--- src/rtl/inst_src_arb_pkg.sv ---
// inst_arb_pkg: shared sizes, FSM state type and grant-to-select encode for inst_src_arb
package inst_arb_pkg;
  localparam int NUM_SRC = 8;
  localparam int SEL_W = 3;
  typedef enum logic {IDLE, OWN} state_t;
  function automatic logic [SEL_W-1:0] onehot_to_sel(input logic [NUM_SRC-1:0] oh);
    logic [SEL_W-1:0] s;
    s = '0;
    for (int i = 0; i < NUM_SRC; i++) if (oh[i]) s |= SEL_W'(i);
    return s;
  endfunction
endpackage

--- src/rtl/inst_src_arb_if.sv ---
// inst_src_arb_if: requester/downstream stream bundle between the sources and the arbiter
interface inst_src_arb_if;
  import inst_arb_pkg::*;
  logic [NUM_SRC-1:0] req;
  logic [NUM_SRC-1:0] last;
  logic rdy;
  logic [NUM_SRC-1:0] gnt;
  logic s0;
  logic s1;
  logic s2;
  logic vld;
  logic xfer;
  modport master (output req, last, rdy, input gnt, s0, s1, s2, vld, xfer);
  modport slave (input req, last, rdy, output gnt, s0, s1, s2, vld, xfer);
endinterface

--- src/rtl/inst_src_arb_rr_pick8.sv ---
// rr_pick8: rotating-priority encoder, first unmasked requester after ptr wins
module rr_pick8
  import inst_arb_pkg::*;
(
  input  logic [NUM_SRC-1:0] req,
  input  logic [SEL_W-1:0]   ptr,
  input  logic [NUM_SRC-1:0] excl,
  output logic [NUM_SRC-1:0] win,
  output logic               any
);
  logic [NUM_SRC-1:0] r;
  assign r = req & ~excl;
  assign any = |r;
  always_comb begin
    win = '0;
    for (int k = NUM_SRC; k >= 1; k--) if (r[ptr + SEL_W'(k)]) win = NUM_SRC'(1) << (ptr + SEL_W'(k));
  end
endmodule

--- src/rtl/inst_src_arb.sv ---
// inst_src_arb: burst-holding round-robin arbiter for the 8-input instruction-source mux
// INST_ARB_PRIO0_EN gives source 0 strict priority at every arbitration point
module inst_src_arb
  import inst_arb_pkg::*;
#(
  parameter int MAX_BEATS = 16
) (
  input logic clk,
  input logic reset_l,
  inst_src_arb_if.slave bus
);
  localparam logic [4:0] MAXB = 5'(MAX_BEATS);
  state_t st, st_n;
  logic [NUM_SRC-1:0] gnt, gnt_n, excl, rr_win, win;
  logic [SEL_W-1:0] sel, sel_n, ptr, ptr_n, pp;
  logic [4:0] cnt, cnt_n;
  logic vld, xfer, rel, any;
  assign vld = |(gnt & bus.req);
  assign xfer = vld & bus.rdy;
  assign bus.gnt = gnt;
  assign {bus.s2, bus.s1, bus.s0} = sel;
  assign bus.vld = vld;
  assign bus.xfer = xfer;
  assign rel = (st == OWN) && ((xfer && (bus.last[sel] || cnt + 5'd1 == MAXB)) || !bus.req[sel]);
  // the releasing source may only re-win when nobody else is asking
  assign excl = (st == OWN && bus.req != gnt) ? gnt : '0;
  assign pp = (st == OWN) ? sel : ptr;
  rr_pick8 u_pick (.req(bus.req), .ptr(pp), .excl(excl), .win(rr_win), .any(any));
`ifdef INST_ARB_PRIO0_EN
  assign win = (bus.req[0] && !excl[0]) ? NUM_SRC'(1) : rr_win;
`else
  assign win = rr_win;
`endif
  always_ff @(posedge clk) begin
    if (!reset_l) begin
      st <= IDLE;
      gnt <= '0;
      sel <= '0;
      ptr <= 3'd7;
      cnt <= '0;
    end else begin
      st <= st_n;
      gnt <= gnt_n;
      sel <= sel_n;
      ptr <= ptr_n;
      cnt <= cnt_n;
    end
  end
  always_comb begin
    st_n = st;
    gnt_n = gnt;
    sel_n = sel;
    ptr_n = ptr;
    cnt_n = cnt;
    if (st == IDLE || rel) begin
      st_n = any ? OWN : IDLE;
      gnt_n = win;
      sel_n = onehot_to_sel(win);
      ptr_n = pp;
      cnt_n = '0;
    end else if (xfer) begin
      cnt_n = cnt + 5'd1;
    end
  end
endmodule

--- src/flat_wrapper.sv ---
// flat-port wrapper written by rule: the top's interface ports become plain ports
module inst_src_arb_flat import inst_arb_pkg::*;
#(
  parameter int MAX_BEATS = 16
)
  (clk, reset_l, bus_req, bus_last, bus_rdy, bus_gnt, bus_s0, bus_s1, bus_s2, bus_vld, bus_xfer);
  inst_src_arb_if bus_i ();
  input logic clk;
  input logic reset_l;
  input wire logic [$bits(bus_i.req)-1:0] bus_req;
  input wire logic [$bits(bus_i.last)-1:0] bus_last;
  input wire logic [$bits(bus_i.rdy)-1:0] bus_rdy;
  output wire logic [$bits(bus_i.gnt)-1:0] bus_gnt;
  output wire logic [$bits(bus_i.s0)-1:0] bus_s0;
  output wire logic [$bits(bus_i.s1)-1:0] bus_s1;
  output wire logic [$bits(bus_i.s2)-1:0] bus_s2;
  output wire logic [$bits(bus_i.vld)-1:0] bus_vld;
  output wire logic [$bits(bus_i.xfer)-1:0] bus_xfer;
  assign bus_i.req = bus_req;
  assign bus_i.last = bus_last;
  assign bus_i.rdy = bus_rdy;
  assign bus_gnt = bus_i.gnt;
  assign bus_s0 = bus_i.s0;
  assign bus_s1 = bus_i.s1;
  assign bus_s2 = bus_i.s2;
  assign bus_vld = bus_i.vld;
  assign bus_xfer = bus_i.xfer;
  inst_src_arb #(.MAX_BEATS(MAX_BEATS)) u_core (.clk(clk), .reset_l(reset_l), .bus(bus_i));
endmodule
--- config.mk ---
export PLATFORM = sky130hd
export DESIGN_NAME = inst_src_arb_flat
export DESIGN_NICKNAME = d
export VERILOG_FILES = /design/src/rtl/inst_src_arb_pkg.sv /design/src/rtl/inst_src_arb_if.sv /design/src/rtl/inst_src_arb_rr_pick8.sv /design/src/rtl/inst_src_arb.sv /design/src/flat_wrapper.sv
export SDC_FILE = /design/constraint.sdc
export NUM_CORES = 1
export LEC_CHECK = 0
export ABC_AREA = 1
export CORE_MARGIN = 2
export CORE_UTILIZATION = 51
export CTS_CLUSTER_DIAMETER = 80
export DETAILED_ROUTE_END_ITERATION = 6
export PLACE_DENSITY = 0.83
export REMOVE_ABC_BUFFERS = 1
export SLEW_MARGIN = 20
export SYNTH_ARGS = -nofsm -noshare
export SYNTH_HDL_FRONTEND = slang
export SYNTH_SLANG_ARGS = --single-unit
--- constraint.sdc ---
create_clock -name clk -period 2.95 [get_ports clk]
set_clock_uncertainty 0.05 [all_clocks]
set_input_delay 0.295 -clock clk [delete_from_list [all_inputs] [get_ports clk]]
set_output_delay 0.295 -clock clk [all_outputs]
set_load 0.01 [all_outputs]
Yosys cells after proc, flatten, opt, wreduce, memory -nomap -nowiden

Cells that the tools add are included.

Register bits: 20
Bits in latches: 0
RAM bits: 0
ROM bits: 0
Bits of input ports: 19
Memories kept: 0

Add/sub/neg operators: 8
Multiply operators: 0
Div/mod/pow operators: 0
Order comparisons: 9
Equal/unequal tests: 2
Shift-type cells: 8
Multiplexer cells: 38
Bitwise operators: 6
Reduce and logical (&&, ||, !) cells: 10

Operators with widths:

| kind                | count |
|---|---|
| $mux 8              | 9 |
| $shl 1x3->8 const A | 8 |
| $lt 3x4->1 const B  | 9 |
| $bmux 1 s3          | 10 |
| $and 8x8->8         | 2 |
| $reduce_or 8->1     | 2 |
| $mux 3              | 5 |
| $add 3x3->3 const B | 4 |
| $mux 1              | 12 |
| $ne 8x8->1          | 1 |
| $not 8->8           | 1 |
| $add 3x2->3 const B | 2 |
| $add 5x1->5 const B | 1 |
| $eq 5x5->1 const B  | 1 |
| $mux 2              | 2 |
| $add 3x1->3 const B | 1 |
| $logic_and 1x1->1   | 3 |
| $logic_or 1x1->1    | 3 |
| $not 1->1           | 2 |
| $reduce_or 2->1     | 1 |
| $and 1x1->1         | 1 |
| $logic_not 1->1     | 1 |

Logic depth before layout (Yosys ltp)

Gate-level depths: netlist (run 1).

Word-level depth: 22
Gate-level depth with buffers: 27

Cells and area by module

A second synthesis (run 1) with hierarchy kept.

Cells, all modules: 485
Area total of the unflattened synthesis: 2707.6 um^2

Modules (own cells, without submodules):

| module       | instances | cells an instance | area each (um^2) | sequential area each (um^2) |
|---|---|---|---|---|
| inst_src_arb | 1         | 221               | 1357.6           | 400.4 |
| rr_pick8     | 1         | 264               | 1350.0           | 0.0 |

Worst setup path before layout (run 1)

No wires, ideal clock.

Path kind: flip-flop to flip-flop
Start: register u_core.st
End: register u_core.sel[0]
Setup time: 0.117 ns
Arrival time: 2.606 ns
Path slack: 0.177 ns
Cell stages (with the launch flop): 22
Path buffers: 1
Period minus slack after synthesis: 2.773 ns
Path through: dfxtp_1 -> buf_6 -> o21ai_4 -> inv_1 -> ha_1 -> ha_1 -> inv_1 -> nand2_1 -> o21ai_1 -> inv_1 -> nand2_1 -> nand2_1 -> nand2_1 -> nand2_1 -> nand2_1 -> nand2_1 -> nand2_1 -> nand2_1 -> nor2_2 -> nand3_1 -> nor2_1 -> nor2_1

Elaborated cells between the ends (all ways): 54

RTL lines:

| item                                                          | RTL line                    | text |
|---|---|---|
| start, declared                                               | inst_src_arb.sv:13          | `state_t st, st_n;` |
| start signal, assigned                                        | inst_src_arb.sv:42          | `st <= st_n;` |
| $mux 3 *                                                      | inst_src_arb.sv:27          | `assign pp = (st == OWN) ? sel : ptr;` |
| named net u_core.pp[1]                                        | inst_src_arb.sv:15          | `logic [SEL_W-1:0] sel, sel_n, ptr, ptr_n, pp;` |
| $add 3x3->3 / $bmux 1 s3 (equally long branches)              | inst_src_arb_rr_pick8.sv:16 | `for (int k = NUM_SRC; k >= 1; k--) if (r[ptr + SEL_W'(k)]) win = NUM_SRC'(1) << (ptr + SEL_W'(k));` |
| $bmux 1 s3 / $mux 1 (equally long branches)                   | inst_src_arb_rr_pick8.sv:16 |  |
| $mux 1 (implied by the code) / $mux 8 (equally long branches) | inst_src_arb_rr_pick8.sv:16 |  |
| $mux 8 (6 in series)                                          | inst_src_arb_rr_pick8.sv:16 |  |
| $mux 8 *                                                      | inst_src_arb_rr_pick8.sv:16 |  |
| $mux 1                                                        | inst_src_arb_pkg.sv:9       | `for (int i = 0; i < NUM_SRC; i++) if (oh[i]) s \|= SEL_W'(i);` |
| $mux 2 (2 in series)                                          | inst_src_arb_pkg.sv:9       |  |
| $mux 3 (3 in series)                                          | inst_src_arb_pkg.sv:9       |  |
| $mux 3 *                                                      | inst_src_arb_pkg.sv:9       |  |
| end signal, assigned                                          | inst_src_arb.sv:44          | `sel <= sel_n;` |
| end, declared                                                 | inst_src_arb.sv:15          |  |

Mark *: on every way through the listed nets, which the timed path passes. The rest lies on a longest branch. The select of a mux whose other input is x is not followed.
A chain may end at the register's enable or synchronous reset.

Worst setup path in the final report (run 1)

Start: input port bus_req[4]
End: register u_core.sel[0]

Longest elaborated chain between the ends: 22
Elaborated cells between the ends (all ways): 46

Ends and longest elaborated chain:

| item                         | RTL line                    | text |
|---|---|---|
| start, declared              | flat_wrapper.sv:10          | `input wire logic [$bits(bus_i.req)-1:0] bus_req;` |
| $ne 8x8->1                   | inst_src_arb.sv:26          | `assign excl = (st == OWN && bus.req != gnt) ? gnt : '0;` |
| $logic_and 1x1->1            | inst_src_arb.sv:26          |  |
| $mux 8                       | inst_src_arb.sv:26          |  |
| $not 8->8                    | inst_src_arb_rr_pick8.sv:12 | `assign r = req & ~excl;` |
| $and 8x8->8                  | inst_src_arb_rr_pick8.sv:12 |  |
| $bmux 1 s3                   | inst_src_arb_rr_pick8.sv:16 |  |
| $mux 1 (implied by the code) | inst_src_arb_rr_pick8.sv:16 |  |
| $mux 8 (8 in series)         | inst_src_arb_rr_pick8.sv:16 |  |
| $mux 1                       | inst_src_arb_pkg.sv:9       |  |
| $mux 2 (2 in series)         | inst_src_arb_pkg.sv:9       |  |
| $mux 3 (4 in series)         | inst_src_arb_pkg.sv:9       |  |

Several ways; a longest one is shown, not always the timed one. The select of a mux whose other input is x is not followed.

==> results.md, run 1 <==
- Chip height: around 73 um
- Reg clk slew, reported paths: about 0.08 ns
- Combinational Power Share: 84.5%
- Initial core utilization: between 50% and 60%
- Number of synthesized flops with an enable pin: 0
- Leakage power: ~1.9 nW
- Crit end category: flop
- Sequential power share: 9.7%
- Clock Tree Buf Depth: 2
- Worst vdd ir: 0.00104 V
- CP startpoint: bus_req[4]
- Clock Sinks: 20
- Final Hold Viols: 0
- CP Data Arrival Time: 3.47 ns
- Core area: between 4000 and 5000 um^2
- # port buffers: 31
- Post-DP Area: 3240 um^2
- Required time worst endpoint: roughly 3.1 ns
- Most common cell after layout, fill and taps aside: nand2_1
- YS warnings: 0
- GRT met1 Usage: 40.0%
- N_diodes: 0
- Initial antenna violation count: 0
- Most frequent cells in the layout: nand2_1, buf_4, nor2_1
- Gp weighted congestion: between 1 and 1.5
- H-tree depth: 1
- Syn Inst Count: between 400 and 500
- Syn_area_per_cell: just under 6 um^2
- Via density: a little under 7
- Vias: 4029
- Final HPWL DP: 7110 um
- Pre-antenna DRT Iters: 7
- Internal power: about 2.1 mW
- # Max-Cap Violations: 0
- Power share of the clock group: between 5 and 6%
- CTS tree: yes
- Root buffer cell: clkbuf_8
- Relative slew slack: between 50% and 60%
- P&R area growth vs syn: 62.3%
- Register bit total from synthesis: 20
- HP Class: flop to flop
- Reg-to-reg slack, setup: -0.37 ns
- RSZ-0062 raised after global routing: true
- Top FF cell, synth: dfxtp_1
- Die footprint: 5370 um^2
- Met3 Resource Use GR: 5.08%
- Post-CTS Hold Buffers: 0
- Layout cells sized above 1: between 30% and 40%
- Top Usage Layer GRT: met2
- Power per cell area: between 1000 and 1500 nW/um^2
- Die W: roughly 73 um
- Grt ovf: 0
- Status: finished with violations
- Period minus WS final: 3.37 ns
- Switch share: 55.9%
- Sw Pwr: between 2 and 3 mW
- Hold_ws: about 0.45 ns
- Cell Rows: 25
- CP endpoint: u_core.sel[0]$_SDFFE_PN0P_
- Total global-route track usage: around 37%
- Global-route wire length before repair: around 15000 um
- Design Area, Final: ~4000 um^2
- Count of final setup violators: 11
- Worst setup slack after layout: -0.418 ns
- R2R cell count: 27
- Tcrit/Tclk final: 114%
- Insertion delay to the later sink of the worst-skew pair: between 0.2 and 0.3 ns
- Vias in the first global route: 3352
- DRC: 12
- Slew of the pin with the lowest slew margin: 0.634 ns
- Count of final max-slew check failures: 0
- DR WL/cell: 24.2 um
- Setup TNS: -1.41 ns
- Synthesized area: roughly 2400 um^2
- ANT nets after route: 0
- R2R Path End: u_core.sel[0]$_SDFFE_PN0P_
- CP Max Fanout: 8
- Failing checks: DRC, setup timing
- Crit path kind: primary input to flop
- Initial DRC Count: about 770
- Top Ports: 32
- Nets@finish: approximately 570
- Distinct cell type count after synthesis: 37
- CP Launch Type: primary input
- Sequential area share after synthesis: 16.4%
- Detailed Route WL: about 14000 um
- Cts bufs inserted: 3
- Reg-to-Reg Start: u_core.bus.gnt[2]$_SDFFE_PN0P_
- Met2 Use GR: between 60% and 70%
- Synth async-reset ratio: 0%
- Fmax: just under 300 MHz
- Largest net degree at the start of global routing: 13
worst max-delay path, cell delays in order:
cell           delay, ns
dlygate4sd2_1       0.39
ha_4                0.27
inv_2               0.05
nand2_2             0.05
nor2_4              0.14
nand2_8             0.13
nand3_4             0.09
nand3_1             0.15
nand3_2             0.13
nand2_2             0.10
nand2_2             0.12
nand2_4             0.09
nand3_2             0.06
nand2_1             0.06
nand2_1             0.07
nand2_1             0.06
nand2_1             0.05
nand2_1             0.05
nand2_1             0.07
nand2_1             0.07
nand2_1             0.11
nand2_2             0.09
nand2_2             0.10
nand2_2             0.08
nor2_2              0.22
nand3_1             0.14
nor2_2              0.16
nor2_1              0.05
power groups by stage:
| stage | logic [mW] | registers (mW) | clock network (mW) |
|---|---|---|---|
| floorplan | 1.64 | 0.449 | 0 |
| global placement | 2.96 | 0.409 | 0 |
| detailed placement | 3.01 | 0.409 | 0 |
| CTS | 3.11 | 0.408 | 0.274 |
| global route | 4.24 | 0.459 | 0.287 |
| finish | 4.05 | 0.462 | 0.279 |
cells in the mapped netlist (3+ instances only):
| cell type | n | area, um^2 |
|---|---|---|
| nand2_1 | 156 | 586 |
| buf_1 | 3 | 11.3 |
| a22o_1 | 3 | 26.3 |
| a21oi_1 | 20 | 100 |
| nor2_1 | 39 | 146 |
| nand3_1 | 63 | 315 |
| ha_1 | 22 | 275 |
| inv_2 | 6 | 22.5 |
| dfxtp_1 | 20 | 400 |
| o21ai_0 | 17 | 85.1 |
| inv_1 | 31 | 116 |
| a31oi_1 | 4 | 25.0 |
worst min path at each step:
stage                     cells past startpoint  slack [ns]                        endpoint                  startpoint
after floorplan                               2        0.38  u_core.bus.gnt[5]$_SDFFE_PN0P_                     reset_l
after global placement                        2        0.41      u_core.cnt[4]$_SDFFE_PP0P_  u_core.cnt[4]$_SDFFE_PP0P_
after detailed placement                      2        0.42      u_core.cnt[4]$_SDFFE_PP0P_  u_core.cnt[4]$_SDFFE_PP0P_
after CTS                                     2        0.43      u_core.cnt[4]$_SDFFE_PP0P_  u_core.cnt[4]$_SDFFE_PP0P_
after global routing                          2        0.44      u_core.cnt[4]$_SDFFE_PP0P_  u_core.cnt[4]$_SDFFE_PP0P_
final                                         2        0.45      u_core.cnt[4]$_SDFFE_PP0P_  u_core.cnt[4]$_SDFFE_PP0P_
sequential cells by signal (all words and copies together), names as in the netlist:
| name | count |
|---|---|
| u_core.sel | 3 |
| u_core.ptr | 3 |
| u_core.st | 1 |
| u_core.cnt | 5 |
| u_core.bus.gnt | 8 |
routing by layer:
layer | wire length [um] | vias to the layer above
met5 | 0 | -
met4 | 1580 | 0
met3 | 1560 | 190
met2 | 6210 | 449
met1 | 4700 | 1788
li1 | - | 1602
area by class of cell:
| cell class | count | area, um^2 |
|---|---|---|
| multi-input cells | 356 | 2350 |
| repair buffers | 109 | 908 |
| fillers | 242 | 692 |
| flip-flops and latches | 20 | 424 |
| inverters | 38 | 143 |
| well taps | 54 | 67.6 |
| clock buffers | 3 | 41.3 |
| clock inverters | 1 | 30.0 |
timing repair:
item / in CTS / in global routing
gates resized for setup: 23 / 109
pin swaps: 8 / 43
buffers inserted: 9 / 5
endpoints found under the setup margin: 10 / 12
through the flow:
step	cells	worst slack (ns)	power, mW	utilization, %
CTS	577	0.00907	3.79	74.2
global placement	564	-0.421	3.37	69.5
floorplan	414	-0.101	2.09	-
detailed placement	564	-0.495	3.42	69.5
finish	581	-0.418	4.79	85.2
global route	581	-0.513	4.98	85.2
cells by family (layout without fill, tap and decap cells):
group	count (synthesis)	after routing	share of synthesized area, %
AOI/OAI and AO/OA	62	62	16.3
xor gates and xnor gates	4	4	1.74
adders and majority gates	22	22	11.3
buffers and inverters	46	151	8.85
DFF	20	20	16.4
and+or+nand+nor	268	268	45.5
Power figures use the tool's default switching activity.
==> inputs of run 2 (changes only) <==
Settings changed: CORE_ASPECT_RATIO set to 0.6, GPL_ROUTABILITY_DRIVEN set to 0, SKIP_LAST_GASP set to 1.
==> results.md, run 2 (synthesis results as in run 1) <==
- Levels on crit path: 25 (-11%)
- HP Start: u_core.cnt[4]$_SDFFE_PP0P_
- RSZ-0062 raised after global routing: true
- Final HPWL DP: 7590 um (+6.7%)
- Period minus WS final: 3.15 ns (-0.223 ns)
- Number of flip-flops in the largest register: 8 (unchanged)
- Top Ports: 32 (unchanged)
- Largest net degree at the start of global routing: 12 (-1)
- Initial antenna violation count: 0 (unchanged)
- CP max stage delay: 0.39 ns (about the same)
- Required time worst endpoint: 3.05 ns (about the same)
- Worst path slowest cell: dfxtp_4
- DR WL/cell: 23.8 um (-1.3%)
- Nets@finish: 562 (-1.2%)
- Area taken by multi-input logic gates: 2470 um^2 (+4.7%)
- Final Hold Viols: 0 (unchanged)
- Slew of the pin with the lowest slew margin: 0.627 ns (-0.00745 ns)
- Worst vdd ir: 0.000774 V (-25%)
- Post-Layout Cell Count: 583 (+0.34%)
- CP startpoint: u_core.bus.gnt[0]$_SDFFE_PN0P_
- Failing checks: DRC, setup timing
- Leakage power: 1.89 nW (-0.97%)
- P&R area growth vs syn: 64.8%
- Initial core utilization: 53.3% (+0.83 points)
- Clock Tree Buf Depth: 2 (unchanged)
- Crit path top cell by count: nand2_1
- Hold Path Stages: 2 (unchanged)
- Pre-antenna DRT Iters: 7 (unchanged)
- Root buffer cell: clkbuf_8
- Die footprint: 5380 um^2 (+0.34%)
- Most frequent cells in the layout: nand2_1, buf_4, nor2_1
- Worst setup slack after layout: -0.195 ns (+0.223 ns)
- Worst path bufs/invs: 1 (-1)
- Clock Sinks: 20 (unchanged)
- Power per cell area: 1220 nW/um^2 (+0.91%)
- Global-route wire length before repair: 16200 um (+4.4%)
- HP Class: flop to flop
- Relative slew slack: 57.9% (+0.33 points)
- Tcrit/Tclk final: 107% (-7.5 points)
- Insertion delay to the later sink of the worst-skew pair: 0.26 ns (about the same)
- ANT nets after route: 0 (unchanged)
- R2R cell count: 25 (-7.4%)
- H-tree depth: 1 (unchanged)
- Count of final setup violators: 9 (-2)
- Die W: 93.4 um (+28%)
- Cts bufs inserted: 3 (unchanged)
- Initial DRC Count: 857 (+12%)
- Status: finished with violations
- Vias: 3991 (-0.94%)
- Layout cells sized above 1: 36.7% (-0.46 points)
- Count of final max-slew check failures: 0 (unchanged)
- Via density: 6.85 (-1.3%)
- # port buffers: 31 (unchanged)
- Biggest regs: u_core.bus.gnt (8), u_core.cnt (5)
- Most flops, register: u_core.bus.gnt
- Hold_ws: 0.439 ns (-0.00914 ns)
- Reg-to-Reg Start: u_core.bus.gnt[0]$_SDFFE_PN0P_
- Core area: 4590 um^2 (-1.6%)
- N_diodes: 0 (unchanged)
- CTS tree: yes
- Placed cells: 570 (+1.1%)
- Post-CTS Hold Buffers: 0 (unchanged)
- Total global-route track usage: 39.5% (+2.1 points)
- Largest delay share family, worst path: simple AND/OR/NAND/NOR gates
- Reg clk slew, reported paths: 0.08 ns (about the same)
- Chip height: 57.6 um (-21%)
- CP Max Fanout: 8 (unchanged)
- FF/Latch Area: 424 um^2 (unchanged)
- Cell Rows: 19 (-24%)
- Crit end category: flop
- # Max-Cap Violations: 0 (unchanged)
- CP Data Arrival Time: 3.25 ns (-0.22 ns)
- Fill cells: 200 (-17%)
- Detailed Route WL: 13900 um (-1.0%)
- Fmax: 318 MHz (+7.1%)
- Crit path kind: flop to flop
- Grt ovf: 0 (unchanged)
- Vias in the first global route: 3076 (-8.2%)
- CP Launch Type: flop
- DRC: 81 (+69)
- Most common cell after layout, fill and taps aside: nand2_1
run 2: cell count changes in the layout (fill, tap and decap cells not counted), moves of 3 or more:
cell,change
nand2_2,-6
nand2_4,+4
inv_4,+3
nand3_4,+10
nand3_2,-9
buf_4,-8
run 2: layout make-up:
cell class | instances | share of cell area [%]
Clock buffer | 4 | 1.37
Inverter | 38 | 3.73
Multi-Input combinational cell | 356 | 61.2
Sequential cell | 20 | 10.5
Tap cell | 63 | 1.96
Timing Repair Buffer | 102 | 21.2
run 2: worst register-to-register path, delay by kind of cell (launching register included):
family / cells / cell delay (ns)
AO/OA/AOI/OAI: 2 / 0.32
adder cells (fa/ha/maj): 1 / 0.20
flip-flops: 1 / 0.39
buffers and inverters: 1 / 0.06
AND/OR/NAND/NOR: 21 / 2.02
run 2: timing repair:
item / in CTS / in global routing
endpoints found under the setup margin: 10 / 11
pin swaps: 15 / 47
buffers inserted: 2 / 7
cloned: 0 / 0
resized for setup: 37 / 117
run 2: where the power goes:
group          leakage (nW)  switching (mW)  internal (mW)
combinational          1.69            2.62           1.61
clock                0.0288          0.0924          0.119
sequential            0.169           0.104          0.366
total                  1.89            2.81           2.10
run 2: per-layer routing:
layer  track usage, %  wire, um  up-vias
met1             57.9      4890     1774
li1                 -         -     1600
met5                0       124        -
met3             14.8      2440      160
met2             56.4      5370      451
met4             5.67      1090        6
run 2: metrics by stage:
step           util (%)  TNS (ns)  setup slack, ns  instance area [um^2]  power [mW]
6_report           87.8     -1.33           -0.195                  4030        4.91
3_3_place_gp       70.3     -2.62           -0.399                  3230        3.40
3_5_place_dp       70.3     -3.79           -0.517                  3230        3.46
4_1_cts            74.9         0          0.00581                  3440        3.81
5_1_grt            87.8     -3.70           -0.414                  4030        5.02
2_1_floorplan         -    -0.205           -0.101                  2370        2.09
run 2: path summary, 6_finish.rpt:
| check | endpoint | slack (ns) |
|---|---|---|
| min reg2reg | u_core.cnt[4]$_SDFFE_PP0P_ | 0.44 |
| max reg2reg | u_core.sel[2]$_SDFFE_PN0P_ | -0.20 |
| max | u_core.sel[2]$_SDFFE_PN0P_ | -0.20 |
| min | u_core.cnt[4]$_SDFFE_PP0P_ | 0.44 |
